**config.mk**
```make
export PLATFORM = sky130hd
export DESIGN_NAME = bp_me_io_load_arbiter_flat
export DESIGN_NICKNAME = d
export VERILOG_FILES = /design/src/rtl/bp_me_io_load_arbiter_pkg.sv /design/src/rtl/bp_me_io_load_arbiter_if.sv /design/src/rtl/bp_me_io_load_arbiter_src_tracker.sv /design/src/rtl/bp_me_io_load_arbiter.sv /design/src/flat_wrapper.sv
export SDC_FILE = /design/constraint.sdc
export NUM_CORES = 1
export LEC_CHECK = 0
export ABC_CLOCK_PERIOD_IN_PS = 6500
export BUFFER_PORTS_ARGS = -buffer_cell sky130_fd_sc_hd__buf_2
export CAP_MARGIN = 30
export CORE_AREA = 2 2 84 86
export DETAILED_ROUTE_END_ITERATION = 10
export DIE_AREA = 0 0 86 88
export PLACE_DENSITY_LB_ADDON = 0.2
export SLEW_MARGIN = 20
export SYNTH_ARGS = -nofsm -noshare
export SYNTH_HDL_FRONTEND = slang
export SYNTH_SLANG_ARGS = --single-unit
export TNS_END_PERCENT = 100
```
**constraint.sdc**
```tcl
create_clock -name clk_i -period 6.5 [get_ports clk_i]
set_input_delay 1.95 -clock clk_i [delete_from_list [all_inputs] [get_ports clk_i]]
set_output_delay 1.95 -clock clk_i [all_outputs]
set_load 0.1 [all_outputs]
```
**src/rtl/bp_me_io_load_arbiter_pkg.sv**
```systemverilog
// bp_me_io_load_arbiter_pkg: shared source-ID type and source count for the I/O load arbiter.
package bp_me_pkg;
    typedef enum logic {e_arb_src_cfg = 1'b0, e_arb_src_nbf = 1'b1} bp_io_arb_src_e;
    localparam int io_arb_num_src_lp = 2;
endpackage

```
**src/rtl/bp_me_io_load_arbiter_if.sv**
```systemverilog
// bp_me_io_load_arbiter_if: source-side and link-side handshake bundle for the I/O load arbiter.
interface bp_me_io_load_arbiter_if #(parameter int io_msg_width_p = 32);
    import bp_me_pkg::*;
    logic [io_arb_num_src_lp*io_msg_width_p-1:0] src_cmd_i;
    logic [io_arb_num_src_lp-1:0]                src_cmd_v_i;
    logic [io_arb_num_src_lp-1:0]                src_cmd_yumi_o;
    logic [io_arb_num_src_lp*io_msg_width_p-1:0] src_resp_o;
    logic [io_arb_num_src_lp-1:0]                src_resp_v_o;
    logic [io_arb_num_src_lp-1:0]                src_resp_ready_i;
    logic [io_msg_width_p-1:0]                   io_cmd_o;
    logic                                        io_cmd_v_o;
    logic                                        io_cmd_ready_i;
    logic [io_msg_width_p-1:0]                   io_resp_i;
    logic                                        io_resp_v_i;
    logic                                        io_resp_yumi_o;
    logic                                        error_o;
    modport slave (
        input  src_cmd_i, src_cmd_v_i, src_resp_ready_i, io_cmd_ready_i, io_resp_i, io_resp_v_i,
        output src_cmd_yumi_o, src_resp_o, src_resp_v_o, io_cmd_o, io_cmd_v_o, io_resp_yumi_o, error_o
    );
    modport master (
        output src_cmd_i, src_cmd_v_i, src_resp_ready_i, io_cmd_ready_i, io_resp_i, io_resp_v_i,
        input  src_cmd_yumi_o, src_resp_o, src_resp_v_o, io_cmd_o, io_cmd_v_o, io_resp_yumi_o, error_o
    );
endinterface

```
**src/rtl/bp_me_io_load_arbiter_src_tracker.sv**
```systemverilog
// bp_me_io_src_tracker: in-order circular FIFO of source IDs for commands awaiting a response.
module bp_me_io_src_tracker
    import bp_me_pkg::*;
#(
    parameter int depth_p = 4
) (
    input  logic            clk_i,
    input  logic            reset_i,
    input  logic            push_i,
    input  bp_io_arb_src_e  id_i,
    input  logic            pop_i,
    output logic            full_o,
    output logic            empty_o,
    output bp_io_arb_src_e  head_o
);
    localparam int ptr_w_lp = depth_p > 1 ? $clog2(depth_p) : 1;
    localparam int cnt_w_lp = $clog2(depth_p + 1);

    logic [ptr_w_lp-1:0] head_q, head_d, tail_q, tail_d;
    logic [cnt_w_lp-1:0] cnt_q, cnt_d;
    logic [depth_p-1:0]  ids_q;

    assign head_d  = pop_i ? (head_q == ptr_w_lp'(depth_p - 1) ? '0 : head_q + 1'b1) : head_q;
    assign tail_d  = push_i ? (tail_q == ptr_w_lp'(depth_p - 1) ? '0 : tail_q + 1'b1) : tail_q;
    assign cnt_d   = cnt_q + cnt_w_lp'(push_i) - cnt_w_lp'(pop_i);
    assign full_o  = cnt_q == cnt_w_lp'(depth_p);
    assign empty_o = cnt_q == '0;
    assign head_o  = bp_io_arb_src_e'(ids_q[head_q]);

    always_ff @(posedge clk_i or posedge reset_i) begin
        if (reset_i) begin
            head_q <= '0;
            tail_q <= '0;
            cnt_q  <= '0;
            ids_q  <= '0;
        end else begin
            head_q <= head_d;
            tail_q <= tail_d;
            cnt_q  <= cnt_d;
            if (push_i) ids_q[tail_q] <= id_i;
        end
    end
endmodule

```
**src/rtl/bp_me_io_load_arbiter.sv**
```systemverilog
// bp_me_io_load_arbiter: 2:1 cfg/NBF I/O command arbiter with in-order response steering.
// Define BP_IO_ARB_STATS_EN to add saturating grant and full-stall counters.
module bp_me_io_load_arbiter
    import bp_me_pkg::*;
#(
    parameter int io_msg_width_p    = 32,
    parameter int max_outstanding_p = 4,
    parameter bit src0_priority_p   = 1'b0
) (
    input logic clk_i,
    input logic reset_i,
    bp_me_io_load_arbiter_if.slave io
);
    logic           full, empty, cmd_v, accept, resp_hit, pop;
    logic           lock_q, err_q;
    logic [1:0]     elig;
    bp_io_arb_src_e g, head, rr_q, lock_src_q;

    // A stalled grant is pinned so the link sees a stable command until it is taken.
    assign elig     = io.src_cmd_v_i & {2{~full}};
    assign g        = lock_q ? lock_src_q
                    : (&elig) ? (src0_priority_p ? e_arb_src_cfg : bp_io_arb_src_e'(~rr_q))
                    : bp_io_arb_src_e'(~elig[0]);
    assign cmd_v    = elig[g];
    assign accept   = cmd_v & io.io_cmd_ready_i;
    assign resp_hit = io.io_resp_v_i & ~empty;
    assign pop      = io.io_resp_yumi_o & ~empty;

    assign io.io_cmd_v_o     = cmd_v;
    assign io.io_cmd_o       = g == e_arb_src_nbf ? io.src_cmd_i[io_msg_width_p +: io_msg_width_p]
                                                  : io.src_cmd_i[0 +: io_msg_width_p];
    assign io.src_cmd_yumi_o = {accept & (g == e_arb_src_nbf), accept & (g == e_arb_src_cfg)};
    assign io.src_resp_o     = {2{io.io_resp_i}};
    assign io.src_resp_v_o   = {resp_hit & (head == e_arb_src_nbf), resp_hit & (head == e_arb_src_cfg)};
    // With nothing outstanding the response is swallowed so the link cannot wedge.
    assign io.io_resp_yumi_o = io.io_resp_v_i & (empty | io.src_resp_ready_i[head]);
    assign io.error_o        = err_q;

    bp_me_io_src_tracker #(.depth_p(max_outstanding_p)) tracker (
        .clk_i  (clk_i),
        .reset_i(reset_i),
        .push_i (accept),
        .id_i   (g),
        .pop_i  (pop),
        .full_o (full),
        .empty_o(empty),
        .head_o (head)
    );

    always_ff @(posedge clk_i or posedge reset_i) begin
        if (reset_i) begin
            rr_q       <= e_arb_src_cfg;
            lock_q     <= 1'b0;
            lock_src_q <= e_arb_src_cfg;
            err_q      <= 1'b0;
        end else begin
            rr_q       <= accept ? g : rr_q;
            lock_q     <= cmd_v & ~io.io_cmd_ready_i;
            lock_src_q <= g;
            err_q      <= err_q | (io.io_resp_v_i & empty);
        end
    end

`ifdef BP_IO_ARB_STATS_EN
    logic [31:0] grant_cnt_r [2];
    logic [31:0] stall_full_cnt_r;

    always_ff @(posedge clk_i or posedge reset_i) begin
        if (reset_i) begin
            grant_cnt_r[0]   <= '0;
            grant_cnt_r[1]   <= '0;
            stall_full_cnt_r <= '0;
        end else begin
            if (accept && grant_cnt_r[g] != '1) grant_cnt_r[g] <= grant_cnt_r[g] + 1'b1;
            if ((|io.src_cmd_v_i) && full && stall_full_cnt_r != '1) stall_full_cnt_r <= stall_full_cnt_r + 1'b1;
        end
    end

    final $display("io_load_arbiter stats: cfg grants %0d, nbf grants %0d, full stalls %0d",
                   grant_cnt_r[0], grant_cnt_r[1], stall_full_cnt_r);
`else
`endif
endmodule

```
**src/flat_wrapper.sv**
```systemverilog
// flat-port wrapper written by rule: the top's interface ports become plain ports
module bp_me_io_load_arbiter_flat import bp_me_pkg::*;
#(
    parameter int io_msg_width_p    = 32,
    parameter int max_outstanding_p = 4,
    parameter bit src0_priority_p   = 1'b0
)
  (clk_i, reset_i, io_src_cmd_i, io_src_cmd_v_i, io_src_resp_ready_i, io_io_cmd_ready_i, io_io_resp_i, io_io_resp_v_i, io_src_cmd_yumi_o, io_src_resp_o, io_src_resp_v_o, io_io_cmd_o, io_io_cmd_v_o, io_io_resp_yumi_o, io_error_o);
  bp_me_io_load_arbiter_if #(.io_msg_width_p(io_msg_width_p)) io_i ();
  input logic clk_i;
  input logic reset_i;
  input wire logic [$bits(io_i.src_cmd_i)-1:0] io_src_cmd_i;
  input wire logic [$bits(io_i.src_cmd_v_i)-1:0] io_src_cmd_v_i;
  input wire logic [$bits(io_i.src_resp_ready_i)-1:0] io_src_resp_ready_i;
  input wire logic [$bits(io_i.io_cmd_ready_i)-1:0] io_io_cmd_ready_i;
  input wire logic [$bits(io_i.io_resp_i)-1:0] io_io_resp_i;
  input wire logic [$bits(io_i.io_resp_v_i)-1:0] io_io_resp_v_i;
  output wire logic [$bits(io_i.src_cmd_yumi_o)-1:0] io_src_cmd_yumi_o;
  output wire logic [$bits(io_i.src_resp_o)-1:0] io_src_resp_o;
  output wire logic [$bits(io_i.src_resp_v_o)-1:0] io_src_resp_v_o;
  output wire logic [$bits(io_i.io_cmd_o)-1:0] io_io_cmd_o;
  output wire logic [$bits(io_i.io_cmd_v_o)-1:0] io_io_cmd_v_o;
  output wire logic [$bits(io_i.io_resp_yumi_o)-1:0] io_io_resp_yumi_o;
  output wire logic [$bits(io_i.error_o)-1:0] io_error_o;
  assign io_i.src_cmd_i = io_src_cmd_i;
  assign io_i.src_cmd_v_i = io_src_cmd_v_i;
  assign io_i.src_resp_ready_i = io_src_resp_ready_i;
  assign io_i.io_cmd_ready_i = io_io_cmd_ready_i;
  assign io_i.io_resp_i = io_io_resp_i;
  assign io_i.io_resp_v_i = io_io_resp_v_i;
  assign io_src_cmd_yumi_o = io_i.src_cmd_yumi_o;
  assign io_src_resp_o = io_i.src_resp_o;
  assign io_src_resp_v_o = io_i.src_resp_v_o;
  assign io_io_cmd_o = io_i.io_cmd_o;
  assign io_io_cmd_v_o = io_i.io_cmd_v_o;
  assign io_io_resp_yumi_o = io_i.io_resp_yumi_o;
  assign io_error_o = io_i.error_o;
  bp_me_io_load_arbiter #(.io_msg_width_p(io_msg_width_p), .max_outstanding_p(max_outstanding_p), .src0_priority_p(src0_priority_p)) u_core (.clk_i(clk_i), .reset_i(reset_i), .io(io_i));
endmodule
```
==> results of run 1 <==
==> through the flow <==
step / hold slack, ps / area [um^2] / utilization (%) / worst slack, ps
after floorplan: 453 / 1670 / - / 663
after global placement: 477 / 1830 / 27.5 / 981
after detailed placement: 466 / 1830 / 27.5 / 927
after CTS: 486 / 1870 / 28.2 / 937
after global routing: 508 / 1870 / 28.2 / 847
final: 479 / 1870 / 28.2 / 959
==> state kept, by name, indices dropped and copies added, names as in the netlist <==
name and cells:
u_core.tracker.ids_q 4, u_core.tracker.cnt_q 3, u_core.tracker.head_q 2, u_core.tracker.tail_q 2, u_core.io.error_o 1, u_core.lock_q 1
u_core.lock_src_q 1, u_core.rr_q 1
==> cells in the final DEF (no fill, tap or decap) <==
cell type and instances:
nor2b_1 2, and3_1 1, xor2_1 1, a21o_1 1
nor2_1 5, a21oi_1 1, a31oi_1 1, nand3_1 1
dfrtp_1 15, nand2_1 1, fa_1 1, mux2i_1 1
o211ai_1 1, mux2_1 2, clkinv_2 1, mux2_2 39
clkbuf_8 3, inv_1 9, mux4_2 1, nand2b_1 1
or3_1 1, and2_1 1, buf_2 110, ha_1 7
buf_4 1, xnor2_1 1, o21bai_1 1, nor3b_1 1
nand4_1 4, o21a_1 1
==> kinds of logic after synthesis <==
kind of cell               share of synthesized area [%]
buffers and inverters                               32.0
muxes                                               29.6
and+or+nand+nor                                     5.85
DFF                                                 22.5
adders and majority gates                           6.45
AOI/OAI and AO/OA                                   2.48
xor gates and xnor gates                            1.05
==> per-layer routing <==
| metal | up-vias | wire length (um) | share of wire, % | global-route usage (%) |
|---|---|---|---|---|
| met4 | 0 | 34 | 0.92 | 1.59 |
| met5 | - | 0 | 0 | 0 |
| met3 | 9 | 307 | 8.3 | 3.49 |
| met1 | 506 | 1620 | 44 | 11.8 |
| met2 | 50 | 1760 | 47 | 12.6 |
| li1 | 598 | - | - | - |
==> synthesized netlist by cell type (2+ instances only) <==
master / number
ha_1: 7
buf_2: 4
dfrtp_1: 15
nor2_1: 5
nand4_1: 4
mux2_1: 2
inv_1: 9
nor2b_1: 2
buf_4: 64
mux2_2: 39
==> area by class of cell <==
cell class	instances	area (um^2)	area share, %
clock buffer	3	41.3	2.21
clock inverter	1	5.00	0.267
inverter	9	33.8	1.80
multi-input combinational	77	758	40.5
sequential	15	375	20.1
tap	80	100	5.35
timing repair buffer	111	558	29.8
==> power by group <==
group | internal, uW | switching, uW
combinational | 214 | 676
sequential | 141 | 32.7
clock | 42.5 | 34.6
==> critical path, delay by kind of cell <==
kind            cells  cell delay (ps)
mux                 1              400
buf+inv             4              830
compound gates      2              390
==> worst paths after layout <==
path,start,to,depth (start not counted)
max in group asynchronous,reset_i,u_core.lock_q,2
worst max-delay path,io_src_cmd_v_i[1],io_io_cmd_o[10],7
min in group asynchronous,reset_i,u_core.io.error_o,2
worst min register to register,u_core.io.error_o,u_core.io.error_o,1
worst max register to register,u_core.tracker.cnt_q[2],u_core.tracker.cnt_q[2],9
worst min-delay path,u_core.io.error_o,u_core.io.error_o,1
==> flow_metrics.py, run 1 <==
metrics = {
    "run_status": {
        "status": "completed",
    },
    "global_routing": {
        "antenna_found_initial": 0,
        "grt_pass1_vias": 1047,
        "grt_pass1_wl_um": 5130,
        "grt_usage_pct": 8.56,
        "grt_max_degree": 37,
        "grt_overflow": 0,
    },
    "synthesis": {
        "synth_top_area_share_pct": 28.8,
        "synth_top_area_cell": "buf_4",
        "ys.flop_type": "dfrtp_1",
        "synth_cell_types": 28,
        "ys_ff_latch": 15,
        "synth_area_leaders": "buf_4 29%, mux2_2 26%, dfrtp_1 23%, ha_1 5.3%, inv_1 2.0%",
        "syn_inst": 169,
        "syn_nets": 281,
        "syn_area_um2": 1670,
        "async_flop_share_pct": 100,
        "ys.warnings.count": 0,
        "synth_edf_count": 0,
        "seq_area_frac_synth_pct": 22.5,
        "syn_area_per_cell_um2": 9.87,
    },
    "sta": {
        "period_minus_slack_ps": 5540,
        "worstMarginPinSlew_ps": 621,
        "max_freq_mhz": 180,
        "fin_setup_tns_ps": 0,
        "relSlewSlack_pct": 58.5,
        "finalCritPeriodShare_pct": 85.2,
        "report.final.slew_viol_count": 0,
        "finalHoldViolations": 0,
        "skew_ps": 3.16,
        "rsz0062_at_grt": "false",
        "finalSetupViolCount": 0,
    },
    "clock_tree": {
        "cts_setup_buffers": 0,
        "clk_path_buf_depth": 2,
        "cts_resized": 0,
        "cts_hold_buf": 0,
        "path_clk_slew_ps": 70,
        "cts_root_buf": "clkbuf_8",
        "clkLatencyLatePin_ps": 250,
        "cts_tree": "yes",
        "cts-buffers-inserted": 3,
        "htree_levels": 1,
        "clock_sinks": 15,
    },
    "placement": {
        "place_inst": 292,
        "gp_congestion": 0.698,
        "port-buffer-count": 110,
        "hpwlAfterDp_um": 3160,
    },
    "critical_path": {
        "r2r_slack_ps": 3810,
        "cp_max_fo": 36,
        "crit_top_cell": "buf_2",
        "cp.arrival_ps": 3590,
        "path_class": "in2out",
        "cp_slowest_stage_delay_ps": 400,
        "slowest_stage": "buf_4",
        "crit_required_ps": 4550,
        "cp-end-kind": "primary output",
        "path_cells": "buf_2 -> inv_1 -> o211ai_1 -> o21a_1 -> buf_4 -> mux2_2 -> buf_2",
        "start_kind": "input port",
    },
    "drt": {
        "antenna_left": 0,
        "vias": 1163,
        "vias_per_cell": 3.93,
        "drt-pass1-iter-count": 3,
        "drt-total-wl_um": 3710,
        "avgRoutedWirePerCell_um": 12.5,
        "drc": 0,
        "drtIter0Drc": 18,
    },
    "power": {
        "p_leak_uw": 0.000971,
        "power.density_nw_per_um2": 609,
        "ir_drop_mv": 0.258,
        "total_power_uw": 1140,
    },
    "cells_and_area": {
        "n_antenna_cell": 0,
        "final_net_count": 329,
        "nFillCells": 686,
        "drive_above_1_share_pct": 71.8,
        "final_cell_count_no_fill": 296,
        "areaGrowthSynthToFinish_pct": 12.2,
    },
    "floorplan": {
        "dieWidth_um": 86,
        "pin_count": 207,
        "die_h_um": 88,
        "die_area_um2": 7570,
        "start_util_pct": 25.1,
        "core-area_um2": 6640,
        "rows": 30,
    },
    "job": {
        "cap_violations": 0,
    },
    "worst_hold_path": {
        "hold_path.class": "reg2reg",
    },
}
(Power assumes the default switching activity.)
==> run 2: changes to the inputs <==
Settings changed: GPL_TIMING_DRIVEN set to 0.
==> flow_metrics.py, run 2 (same netlist as run 1, synthesis figures left out) <==
metrics = {
    "sta": {
        "finalCritPeriodShare_pct": 82.1,
        "rsz0062_at_grt": "false",
        "worstMarginPinSlew_ps": 590,
        "finalSetupViolCount": 0,
        "fin_setup_tns_ps": 0,
        "skew_ps": 2.73,
        "max_freq_mhz": 187,
        "whs_ps": 469,
        "relSlewSlack_pct": 60.6,
        "finalHoldViolations": 0,
        "period_minus_slack_ps": 5340,
        "report.final.slew_viol_count": 0,
    },
    "clock_tree": {
        "cts_root_buf": "clkbuf_8",
        "cts_tree": "yes",
        "htree_levels": 1,
        "clk_path_buf_depth": 2,
        "path_clk_slew_ps": 60,
        "cts-buffers-inserted": 3,
        "cts_resized": 0,
        "cts_setup_buffers": 0,
        "clkLatencyLatePin_ps": 250,
        "clock_sinks": 15,
        "cts_hold_buf": 0,
    },
    "drt": {
        "vias": 1677,
        "drtIter0Drc": 42,
        "drt-pass1-iter-count": 4,
        "antenna_left": 0,
        "vias_per_cell": 3.93,
        "drc": 0,
        "avgRoutedWirePerCell_um": 11.1,
        "drt-total-wl_um": 4730,
    },
    "placement": {
        "place_inst": 423,
        "hpwlAfterDp_um": 4230,
        "gp_congestion": 0.713,
        "port-buffer-count": 174,
    },
    "power": {
        "p_sw_uw": 912,
        "power_frac_seq_pct": 12.9,
        "combPwrFrac_pct": 81.5,
        "p_leak_uw": 0.00154,
        "ir_drop_mv": 0.343,
        "switching_share_pct": 67.5,
        "power.density_nw_per_um2": 503,
        "clkPwrFrac_pct": 5.6,
        "p_int_uw": 438,
    },
    "critical_path": {
        "r2r-end": "u_core.tracker.cnt_q[2]",
        "crit_top_cell": "buf_2",
        "r2r_slack_ps": 3900,
        "start_kind": "input port",
        "slowest_stage": "mux2_2",
        "rr_startpoint": "u_core.tracker.cnt_q[2]",
        "reg2regPathDepth": 9,
        "path_cells": "buf_2 -> inv_1 -> o211ai_1 -> o21a_1 -> buf_2 -> mux2_2 -> buf_2",
        "cp_max_fo": 10,
        "crit_required_ps": 4550,
        "cp-end-kind": "primary output",
        "cp_slowest_stage_delay_ps": 370,
        "cp.arrival_ps": 3390,
        "path_class": "in2out",
    },
    "floorplan": {
        "rows": 30,
        "core-area_um2": 6640,
        "dieWidth_um": 86,
        "die_h_um": 88,
        "die_area_um2": 7570,
        "pin_count": 207,
        "start_util_pct": 25.1,
    },
    "global_routing": {
        "grt_max_degree": 16,
        "grt_usage_pct": 10.4,
        "grt_pass1_wl_um": 6450,
        "grt_overflow": 0,
        "grt_pass1_vias": 1481,
        "antenna_found_initial": 0,
    },
    "cells_and_area": {
        "areaGrowthSynthToFinish_pct": 61.0,
        "final_net_count": 460,
        "layout_commonest_cell": "buf_2",
        "top_regs": "u_core.tracker.ids_q x4, u_core.tracker.cnt_q x3",
        "finalCoreUtilization_pct": 40.4,
        "multi_input_area_um2": 758,
        "regMostFlops": "u_core.tracker.ids_q",
        "final_cell_mix": "178 x buf_2, 64 x buf_4, 39 x mux2_2",
        "drive_above_1_share_pct": 82.4,
        "register_area_um2": 375,
        "nFillCells": 685,
        "final_cell_count_no_fill": 427,
        "n_antenna_cell": 0,
        "largest_reg_flops": 4,
    },
    "worst_hold_path": {
        "min_from": "u_core.io.error_o",
        "min_to": "u_core.io.error_o",
        "min_path_cells": 1,
        "hold_path.class": "reg2reg",
    },
    "job": {
        "cap_violations": 0,
    },
    "run_status": {
        "status": "completed",
    },
}
run 2: through the flow:
step / worst slack, ps / total power, uW / area, um^2
after floorplan: 663 / 1130 / 1670
after global placement: 1150 / 1280 / 2640
after detailed placement: 1140 / 1280 / 2640
after CTS: 1140 / 1360 / 2690
after global routing: 1040 / 1410 / 2690
final: 1160 / 1350 / 2690
run 2: power by group through the flow:
stage	clock, uW	combinational, uW	sequential [uW]
2_1_floorplan	0	944	187
3_3_place_gp	0	1100	174
3_5_place_dp	0	1110	176
4_1_cts	79.2	1110	174
5_1_grt	84.6	1150	180
6_report	75.6	1100	174
run 2: worst max-delay path by stage:
| stage | cells after the start | endpoint | from |
|---|---|---|---|
| after floorplan | 4 | io_src_cmd_yumi_o[1] | io_src_cmd_v_i[1] |
| after global placement | 7 | io_io_cmd_o[10] | io_src_cmd_v_i[1] |
| after detailed placement | 7 | io_io_cmd_o[20] | io_src_cmd_v_i[1] |
| after CTS | 7 | io_io_cmd_o[20] | io_src_cmd_v_i[1] |
| after global routing | 6 | io_src_cmd_yumi_o[1] | io_src_cmd_v_i[1] |
| final | 7 | io_io_cmd_o[20] | io_src_cmd_v_i[1] |
run 2: layout make-up:
type / instances / share of cell area (%)
repair buffers: 174 / 32.4
multi-input cells: 77 / 28.2
plain buffers: 68 / 18.6
flip-flops and latches: 15 / 14.0
well taps: 80 / 3.73
clock buffers: 3 / 1.54
inverters: 9 / 1.26
clock inverters: 1 / 0.186
run 2: layer usage:
layer	global-route usage (%)	wire, um	vias to the layer above	share of wire, %
met1	13.0	1850	720	39
met2	18.9	2400	97	51
met4	0.433	0	0	0
met5	0	0	-	0
li1	-	-	860	-
met3	2.83	479	0	10
run 2: worst max-delay path: cells and delay by family:
family                 cells  cell delay [ps]
buffers and inverters      4              710
muxes                      1              370
AOI/OAI and AO/OA          2              350
